==> src/rtl/jk_excitation_ctrl_if.sv <==
// Command and excitation bundle for jk_excitation_ctrl; master is the command source, slave is the controller.
interface jk_excitation_ctrl_if #(
  parameter int WIDTH = 4
);
  logic             cmd_valid;
  logic             cmd_ready;
  logic [2:0]       cmd_op;
  logic [WIDTH-1:0] cmd_data;
  logic [7:0]       cmd_count;
  logic [WIDTH-1:0] J;
  logic [WIDTH-1:0] K;
  logic [WIDTH-1:0] Q;
  logic [WIDTH-1:0] NQ;
  logic             busy;
  logic             done;

  modport master (
    output cmd_valid, cmd_op, cmd_data, cmd_count,
    input  cmd_ready, J, K, Q, NQ, busy, done
  );

  modport slave (
    input  cmd_valid, cmd_op, cmd_data, cmd_count,
    output cmd_ready, J, K, Q, NQ, busy, done
  );
endinterface

==> src/rtl/jk_excitation_ctrl.sv <==
// Turns a desired next state into J/K excitation for a WIDTH-bit JK bank; JK_TOGGLE_PREF_EN picks toggle-form don't-cares.
// Latency: done n+1 cycles after accept (n = count or 1); backpressure: cmd_ready only in IDLE, commands are never queued.
module jk_excitation_ctrl #(
  parameter int WIDTH = 4
) (
  input  logic C,
  input  logic CLEAR,
  jk_excitation_ctrl_if.slave bus
);
  localparam logic [2:0] OP_HOLD  = 3'b000;
  localparam logic [2:0] OP_LOAD  = 3'b001;
  localparam logic [2:0] OP_UP    = 3'b010;
  localparam logic [2:0] OP_DOWN  = 3'b011;
  localparam logic [2:0] OP_TOGL  = 3'b100;
  localparam logic [2:0] OP_CLRM  = 3'b101;

  typedef enum logic [1:0] {ST_IDLE, ST_RUN, ST_DONE} state_t;

  typedef struct packed {
    logic [2:0]       op;
    logic [WIDTH-1:0] data;
  } cmd_t;

  state_t           state_q, state_d;
  cmd_t             cmd_q, cmd_d;
  logic [7:0]       cnt_q, cnt_d;
  logic [WIDTH-1:0] q_q, q_d;
  logic [WIDTH-1:0] tgt;
  logic [WIDTH-1:0] j_v, k_v;
  logic             in_is_count;

  // Desired next state of the bank for the latched command.
  always_comb begin
    tgt = q_q;
    case (cmd_q.op)
      OP_LOAD: tgt = cmd_q.data;
      OP_UP:   tgt = q_q + WIDTH'(1);
      OP_DOWN: tgt = q_q - WIDTH'(1);
      OP_TOGL: tgt = q_q ^ cmd_q.data;
      OP_CLRM: tgt = q_q & ~cmd_q.data;
      default: tgt = q_q;
    endcase
  end

  always_comb begin
    j_v = '0;
    k_v = '0;
    if (state_q == ST_RUN) begin
`ifdef JK_TOGGLE_PREF_EN
      j_v = q_q ^ tgt;
      k_v = q_q ^ tgt;
`else
      j_v = ~q_q & tgt;
      k_v = q_q & ~tgt;
`endif
    end
  end

  assign in_is_count = (bus.cmd_op == OP_UP) || (bus.cmd_op == OP_DOWN);

  always_comb begin
    state_d = state_q;
    cmd_d   = cmd_q;
    cnt_d   = cnt_q;
    // JK characteristic; J=K=0 outside RUN, so Q holds there.
    q_d     = (j_v & ~q_q) | (~k_v & q_q);
    case (state_q)
      ST_IDLE: begin
        if (bus.cmd_valid) begin
          cmd_d.op   = bus.cmd_op;
          cmd_d.data = bus.cmd_data;
          cnt_d      = in_is_count ? bus.cmd_count : 8'd1;
          state_d    = (in_is_count && (bus.cmd_count == 8'd0)) ? ST_DONE : ST_RUN;
        end
      end
      ST_RUN: begin
        cnt_d = cnt_q - 8'd1;
        if (cnt_q <= 8'd1) begin
          state_d = ST_DONE;
        end
      end
      ST_DONE: state_d = ST_IDLE;
      default: state_d = ST_IDLE;
    endcase
  end

  always_ff @(posedge C) begin
    if (CLEAR) begin
      state_q <= ST_IDLE;
      cmd_q   <= '{op: OP_HOLD, data: '0};
      cnt_q   <= 8'd0;
      q_q     <= '0;
    end else begin
      state_q <= state_d;
      cmd_q   <= cmd_d;
      cnt_q   <= cnt_d;
      q_q     <= q_d;
    end
  end

  assign bus.cmd_ready = (state_q == ST_IDLE);
  assign bus.busy      = (state_q == ST_RUN) || (state_q == ST_DONE);
  assign bus.done      = (state_q == ST_DONE);
  assign bus.J         = j_v;
  assign bus.K         = k_v;
  assign bus.Q         = q_q;
  assign bus.NQ        = ~q_q;
endmodule

==> src/flat_wrapper.sv <==
// flat-port wrapper written by rule: the top's interface ports become plain ports
module jk_excitation_ctrl_flat 
#(
  parameter int WIDTH = 4
)
  (C, CLEAR, bus_cmd_valid, bus_cmd_op, bus_cmd_data, bus_cmd_count, bus_cmd_ready, bus_J, bus_K, bus_Q, bus_NQ, bus_busy, bus_done);
  jk_excitation_ctrl_if #(.WIDTH(WIDTH)) bus_i ();
  input  logic C;
  input  logic CLEAR;
  input wire logic [$bits(bus_i.cmd_valid)-1:0] bus_cmd_valid;
  input wire logic [$bits(bus_i.cmd_op)-1:0] bus_cmd_op;
  input wire logic [$bits(bus_i.cmd_data)-1:0] bus_cmd_data;
  input wire logic [$bits(bus_i.cmd_count)-1:0] bus_cmd_count;
  output wire logic [$bits(bus_i.cmd_ready)-1:0] bus_cmd_ready;
  output wire logic [$bits(bus_i.J)-1:0] bus_J;
  output wire logic [$bits(bus_i.K)-1:0] bus_K;
  output wire logic [$bits(bus_i.Q)-1:0] bus_Q;
  output wire logic [$bits(bus_i.NQ)-1:0] bus_NQ;
  output wire logic [$bits(bus_i.busy)-1:0] bus_busy;
  output wire logic [$bits(bus_i.done)-1:0] bus_done;
  assign bus_i.cmd_valid = bus_cmd_valid;
  assign bus_i.cmd_op = bus_cmd_op;
  assign bus_i.cmd_data = bus_cmd_data;
  assign bus_i.cmd_count = bus_cmd_count;
  assign bus_cmd_ready = bus_i.cmd_ready;
  assign bus_J = bus_i.J;
  assign bus_K = bus_i.K;
  assign bus_Q = bus_i.Q;
  assign bus_NQ = bus_i.NQ;
  assign bus_busy = bus_i.busy;
  assign bus_done = bus_i.done;
  jk_excitation_ctrl #(.WIDTH(WIDTH)) u_core (.C(C), .CLEAR(CLEAR), .bus(bus_i));
endmodule
==> config.mk <==
export PLATFORM = sky130hd
export DESIGN_NAME = jk_excitation_ctrl_flat
export DESIGN_NICKNAME = d
export VERILOG_FILES = /design/src/rtl/jk_excitation_ctrl_if.sv /design/src/rtl/jk_excitation_ctrl.sv /design/src/flat_wrapper.sv
export SDC_FILE = /design/constraint.sdc
export NUM_CORES = 1
export LEC_CHECK = 0
export CAP_MARGIN = 10
export CORE_MARGIN = 1.5
export CORE_UTILIZATION = 44
export CTS_CLUSTER_SIZE = 10
export DETAILED_ROUTE_END_ITERATION = 10
export GPL_TIMING_DRIVEN = 0
export HOLD_SLACK_MARGIN = 0.08
export PLACE_DENSITY = 0.86
export RECOVER_POWER = 25
export SKIP_CTS_REPAIR_TIMING = 1
export SYNTH_ARGS = -nofsm -noshare
export SYNTH_HDL_FRONTEND = slang
export SYNTH_SLANG_ARGS = --single-unit
==> constraint.sdc <==
create_clock -name C -period 2.3 [get_ports C]
set_input_delay 0.46 -clock C [delete_from_list [all_inputs] [get_ports C]]
set_output_delay 0.46 -clock C [all_outputs]
set_load 0.02 [all_outputs]
# Word-level counts from Yosys, hierarchy flattened
# Index checks and enable logic that the tools add are counted.
# word_totals
reg_bits	21
in_bits	18
word_cells	50
# classes
addsub	3
order_cmp	1
n_eq_ne	11
muxes	10
n_bitwise	11
reduce_logical	9
# ops
cell	count
$and A4 B4 Y4	5
$pmux W4 S5	1
$mux W8	2
$not A4 Y4	4
$pmux W8 S2	1
$eq A3 B2 Y1 const B	4
$le A8 B1 Y1 const B	1
$logic_not A8 Y1	1
$mux W4	2
$sub A8 B1 Y8 const B	1
$eq A3 B3 Y1 const B	2
$mux W2	3
$reduce_and A2 Y1	3
$add A4 B1 Y4 const B	1
$or A4 B4 Y4	1
$pmux W2 S2	1
$sub A4 B1 Y4 const B	1
$xor A4 B4 Y4	1
$eq A3 B1 Y1 const B	1
$eq A2 B1 Y1 const B	1
$eq A2 B2 Y1 const B	1
$logic_not A2 Y1	1
$logic_or A1 B1 Y1	2
$ne A2 B1 Y1 const B	1
3 further kinds	3

# Logic depth before layout (Yosys ltp)
# depth
word_depth	9
depth_mapped	9
ltp_nobuf	8

# Least setup slack after synthesis
# OpenSTA, ideal clock, no wires.
# synth_path
path_type	register -> output
start	register u_core.cmd_q[5] (netlist bit)
end	output bus_J[2]
arrival_ps	1965
slack_ps	-125
path_stages_with_launch	10
path_cell_list	dfxtp_1 > nor2b_1 > clkbuf_1 > nand2_1 > xnor2_1 > ha_1 > nor2_1 > mux2i_1 > nand2b_1 > a211oi_1
# synth_via
elab_chain_len	4
word_cells_on_any_way	8
cone_classes	eq/ne: 5; mux: 2; bitwise: 1
# synth_lines
element	line_no	source
start, declared	jk_excitation_ctrl.sv:25	cmd_t cmd_q, cmd_d;
start signal, assigned	jk_excitation_ctrl.sv:90	cmd_q <= '{op: OP_HOLD, data: '0};
start signal, assigned	jk_excitation_ctrl.sv:95	cmd_q <= cmd_d;
$eq A3 B3 Y1 (tied with other cells)	jk_excitation_ctrl.sv:35	case (cmd_q.op)
$pmux W4 S5 *	jk_excitation_ctrl.sv:35	
$and A4 B4 Y4 *	jk_excitation_ctrl.sv:53	j_v = ~q_q & tgt;
$mux W4 *	jk_excitation_ctrl.sv:48	if (state_q == ST_RUN) begin
end, declared	flat_wrapper.sv:15	output wire logic [$bits(bus_i.J)-1:0] bus_J;
# Every way passes the cells marked *; elsewhere a longest branch is shown, timed or not.

# Final worst setup path
# layout_path
start	register u_core.cmd_q[5] (netlist bit)
end	output bus_K[2]
# layout_via
elab_chain_len	5
word_cells_on_any_way	9
cone_classes	eq/ne: 5; mux: 2; bitwise: 2
# layout_lines
element	line_no	source
$eq A3 B3 Y1 (tied with other cells)	jk_excitation_ctrl.sv:35	
$pmux W4 S5 *	jk_excitation_ctrl.sv:35	
$not A4 Y4 *	jk_excitation_ctrl.sv:54	k_v = q_q & ~tgt;
$and A4 B4 Y4 *	jk_excitation_ctrl.sv:54	
$mux W4 *	jk_excitation_ctrl.sv:48	
end, declared	flat_wrapper.sv:16	output wire logic [$bits(bus_i.K)-1:0] bus_K;
# Marks and branches as above.

==> metrics.md <==
| Metric | Value |
|---|---|
| Post-synth EDFFs | `0` |
| Placed Cells incl. Taps | `275` |
| Worst slack, placed | `-0.603 ns` |
| Met3 WL | `160 um` |
| Final Hold Fails | `0` |
| Combinational power share | `0.525` |
| # fillers | `296` |
| Worst R2R Setup Slack | `0.37 ns` |
| # clock sinks | `21` |
| Initial antenna violation count | `0` |
| M1 WL | `1800 um` |
| Vias | `1622` |
| Synth warn | `0` |
| Critical Path Slowest Stage Cell | `dfxtp_2` |
| Syn avg cell area | `7.88 um2` |
| Worst relative slew slack | `0.574` |
| Metal2 WL | `2200 um` |
| CP max stage delay | `0.36 ns` |
| Post-Synth XOR/XNOR Area | `0.00576` |
| Post-Synth Simple-Gate Area | `0.226` |
| Placer Congestion | `0.936` |
| Post-Layout Inst Area | `2160 um2` |
| Drt wl/cell | `14.6 um` |
| Gr usage total | `0.220` |
| Worst Skew | `0.00704 ns` |
| GRT overflow | `0` |
| Post-synthesis compound-gate area fraction | `0.293` |
| Post-synthesis adder-cell area fraction | `0.0823` |
| First-pass GRT wire length | `6380 um` |
| Die ar. | `3820 um2` |
| Worst Hold Depth | `2` |
| Fin crit period | `2.80 ns` |
| Max H-tree Level | `1` |
| Die span in x | `61.8 um` |
| Vias in the first global route | `1492` |
| Layout cells sized above 1 | `0.255` |
| Root Driver | `clkbuf_4` |
| Data required time of the worst path | `1.84 ns` |
| Final Max Tran Viols | `0` |
| Hold EP | `u_core.cmd_q[3]` |
| Mux contribution to synthesized area | `0.0337` |
| Worst Reg-to-Reg Cells | `9` |
| Ant diodes | `0` |
| Clock share of power | `0.134` |
| Syn nets | `221` |
| # DRC | `0` |
| Peak supply drop | `307 uV` |
| CTS max path bufs | `2` |
| Setup TNS | `-1.16 ns` |
| Static leakage | `0.868 nW` |
| DP Area | `1940 um2` |
| Non-filler cells, final | `289` |
| Core box area | `3340 um2` |
| # rows | `21` |
| First-pass DRT Iterations | `4` |
| Peak Freq | `358 MHz` |
| PwrDens | `642 nW/um2` |
| Die Y | `61.8 um` |
| Synth Flop Type | `dfxtp_1` |
| Cells after Synth | `193` |
| Switching Share | `0.409` |
| Final ANT Viol Nets | `0` |
| Number of setup violations in the final report | `5` |
| Critical Path Start Type | `register` |
| Sequential fraction of design power | `0.341` |
| Count of cell types in the netlist | `51` |
| Largest family of logic cells by synthesized area | `compound AO/OA/AOI/OAI gates` |
| Area growth syn-to-layout | `42.2%` |
| Final period util | `1.22` |
| Yosys reg bits | `21` |
| Drt first-iter violations | `123` |
| Failing checks | `setup timing` |
| DPL Wire Length | `2950 um` |
| Synth async-reset ratio | `0` |
| Synthesized cell area | `1520 um2` |
| Hold/Removal Path Class | `reg2reg` |
| Final net count | `272` |
| Outcome | `finished, violations left` |
| Routed vias/inst | `5.61` |
| I/O Buffers | `36` |
| Unrepaired setup endpoints after global routing | `yes` |
| Crit end category | `primary output` |
| Top Ports | `37` |
| Largest net degree at the start of global routing | `12` |
| Storage cell area | `438 um2` |
| CP arrival | `2.34 ns` |
| Top Metal Used | `met4` |
| Worst Tran Pin Value | `0.638 ns` |
| Sw Pwr | `568 uW` |
| Drt total wl | `4220 um` |
| Max Cap Viol | `0` |
| Worst-path clk slew | `0.12 ns` |
| Pwr Total | `1.39 mW` |
| TritonCTS clock tree | `built` |
| HP Start | `u_core.cmd_q[3]` |
| Critical path buffer and inverter count | `2` |
| Min setup slack post-route | `-0.497 ns` |
| FF-to-FF Start | `u_core.cmd_q[5]` |
| CP Max Fanout | `4` |
| Initial Util | `0.456` |
| Sequential area share after synthesis | `0.277` |
| Cell-internal power | `821 uW` |
| Cell repeated most along the worst path | `buf_6` |
| Multi-input logic area | `1070 um2` |
| CP top delay family | `multiplexers` |
| Worst setup path class | `reg2out` |
| Clk_lat worst skew | `0.32 ns` |
| Cell Chain, Critical Path | `nor2b_4, buf_6, nand2_4, xnor2_2, ha_2, nor2_1, mux2i_1, mux2_4, and4_1, buf_6` |
| CTS buffer count | `3` |
metrics by stage:
step / hold WS (ns) / util
5_1_grt: 0.480 / 0.648
3_5_place_dp: 0.446 / 0.583
2_1_floorplan: 0.436 / -
6_report: 0.462 / 0.648
4_1_cts: 0.463 / 0.591
3_3_place_gp: 0.444 / 0.583
tightest hold or removal path, stage by stage (launching register included):
cell	delay [ns]
dfxtp_1	0.33
nand2_1	0.05
a21oi_1	0.05
synth_stat cells (all sizes together), types with 2 or more instances:
cell | count | share of area
nand2 | 25 | 0.062
dfxtp | 21 | 0.28
a21oi | 18 | 0.059
inv | 18 | 0.044
ha | 10 | 0.082
a211oi | 8 | 0.043
nor2 | 8 | 0.020
buf | 7 | 0.029
o21ai | 7 | 0.026
a21o | 5 | 0.025
nand2b | 5 | 0.021
nor3 | 5 | 0.016
clkbuf | 4 | 0.0099
mux2i | 4 | 0.026
a221oi | 3 | 0.017
a22o | 3 | 0.018
a31oi | 3 | 0.012
o22ai | 3 | 0.012
or4 | 3 | 0.017
a22oi | 2 | 0.0099
and3 | 2 | 0.0082
and4 | 2 | 0.012
nand3 | 2 | 0.0066
nand4b | 2 | 0.012
nor2b | 2 | 0.0082
nor3b | 2 | 0.0099
how the worst max path moves through the flow:
stage                         start        to  slack, ns  cells past startpoint
global route        u_core.cmd_q[5]  bus_K[2]      -0.58                     10
detailed placement  u_core.cmd_q[5]  bus_K[2]      -0.60                     10
CTS                 u_core.cmd_q[5]  bus_K[2]      -0.98                     10
finish              u_core.cmd_q[5]  bus_K[2]      -0.50                     10
floorplan           u_core.cmd_q[5]  bus_K[2]       0.04                      9
global placement    u_core.cmd_q[4]  bus_K[2]      -0.53                      9
power by group through the flow:
stage	sequential (mW)	combinational, mW	clock, mW
after floorplan	0.469	0.442	0
after global placement	0.471	0.624	0
after detailed placement	0.472	0.639	0
after CTS	0.464	0.641	0.189
after global routing	0.482	0.800	0.201
final	0.474	0.729	0.186
metal layers:
layer  GRT usage  vias up
met2       0.418       50
li1            -      804
met3      0.0248        7
met4      0.0760        0
met1       0.251      761
met5           0        -
cell families (layout without fill, tap and decap cells):
| kind of cell | count (synthesis) | after routing |
|---|---|---|
| XOR/XNOR | 1 | 1 |
| flip-flops | 21 | 21 |
| adder cells (fa/ha/maj) | 10 | 10 |
| buffers and inverters | 29 | 79 |
| multiplexers | 5 | 5 |
| AO/OA/AOI/OAI | 62 | 62 |
| AND/OR/NAND/NOR | 65 | 65 |
cell usage in the layout (no fill, tap or decap), types with 2 or more instances in the layout:
cell	Yosys	final
a211oi_1	7	3
a211oi_2	1	4
a21o_1	5	5
a21oi_1	18	17
a221oi_1	3	3
a22o_1	2	2
a22oi_1	2	2
a31oi_1	3	3
and3_1	2	2
and4_1	2	2
buf_2	5	4
buf_4	1	16
buf_6	1	4
clkbuf_1	4	3
clkbuf_4	0	4
clkdlybuf4s50_1	0	28
dfxtp_1	21	13
dfxtp_2	0	5
dfxtp_4	0	3
ha_1	10	7
ha_2	0	2
inv_1	18	16
mux2i_1	4	4
nand2_1	25	23
nand2b_1	5	4
nand3_1	2	2
nand4b_1	2	2
nor2_1	8	8
nor3_1	5	5
nor3b_1	2	2
o21ai_0	6	6
o22ai_1	3	3
or4_1	2	2
layout make-up:
type | instances | share of cell area
clock buffers | 4 | 0.0122
inverters | 18 | 0.0330
flip-flops and latches | 21 | 0.203
multi-input cells | 143 | 0.495
well taps | 46 | 0.0266
plain buffers | 10 | 0.0284
repair buffers | 47 | 0.202
(Power assumes the default switching activity.)
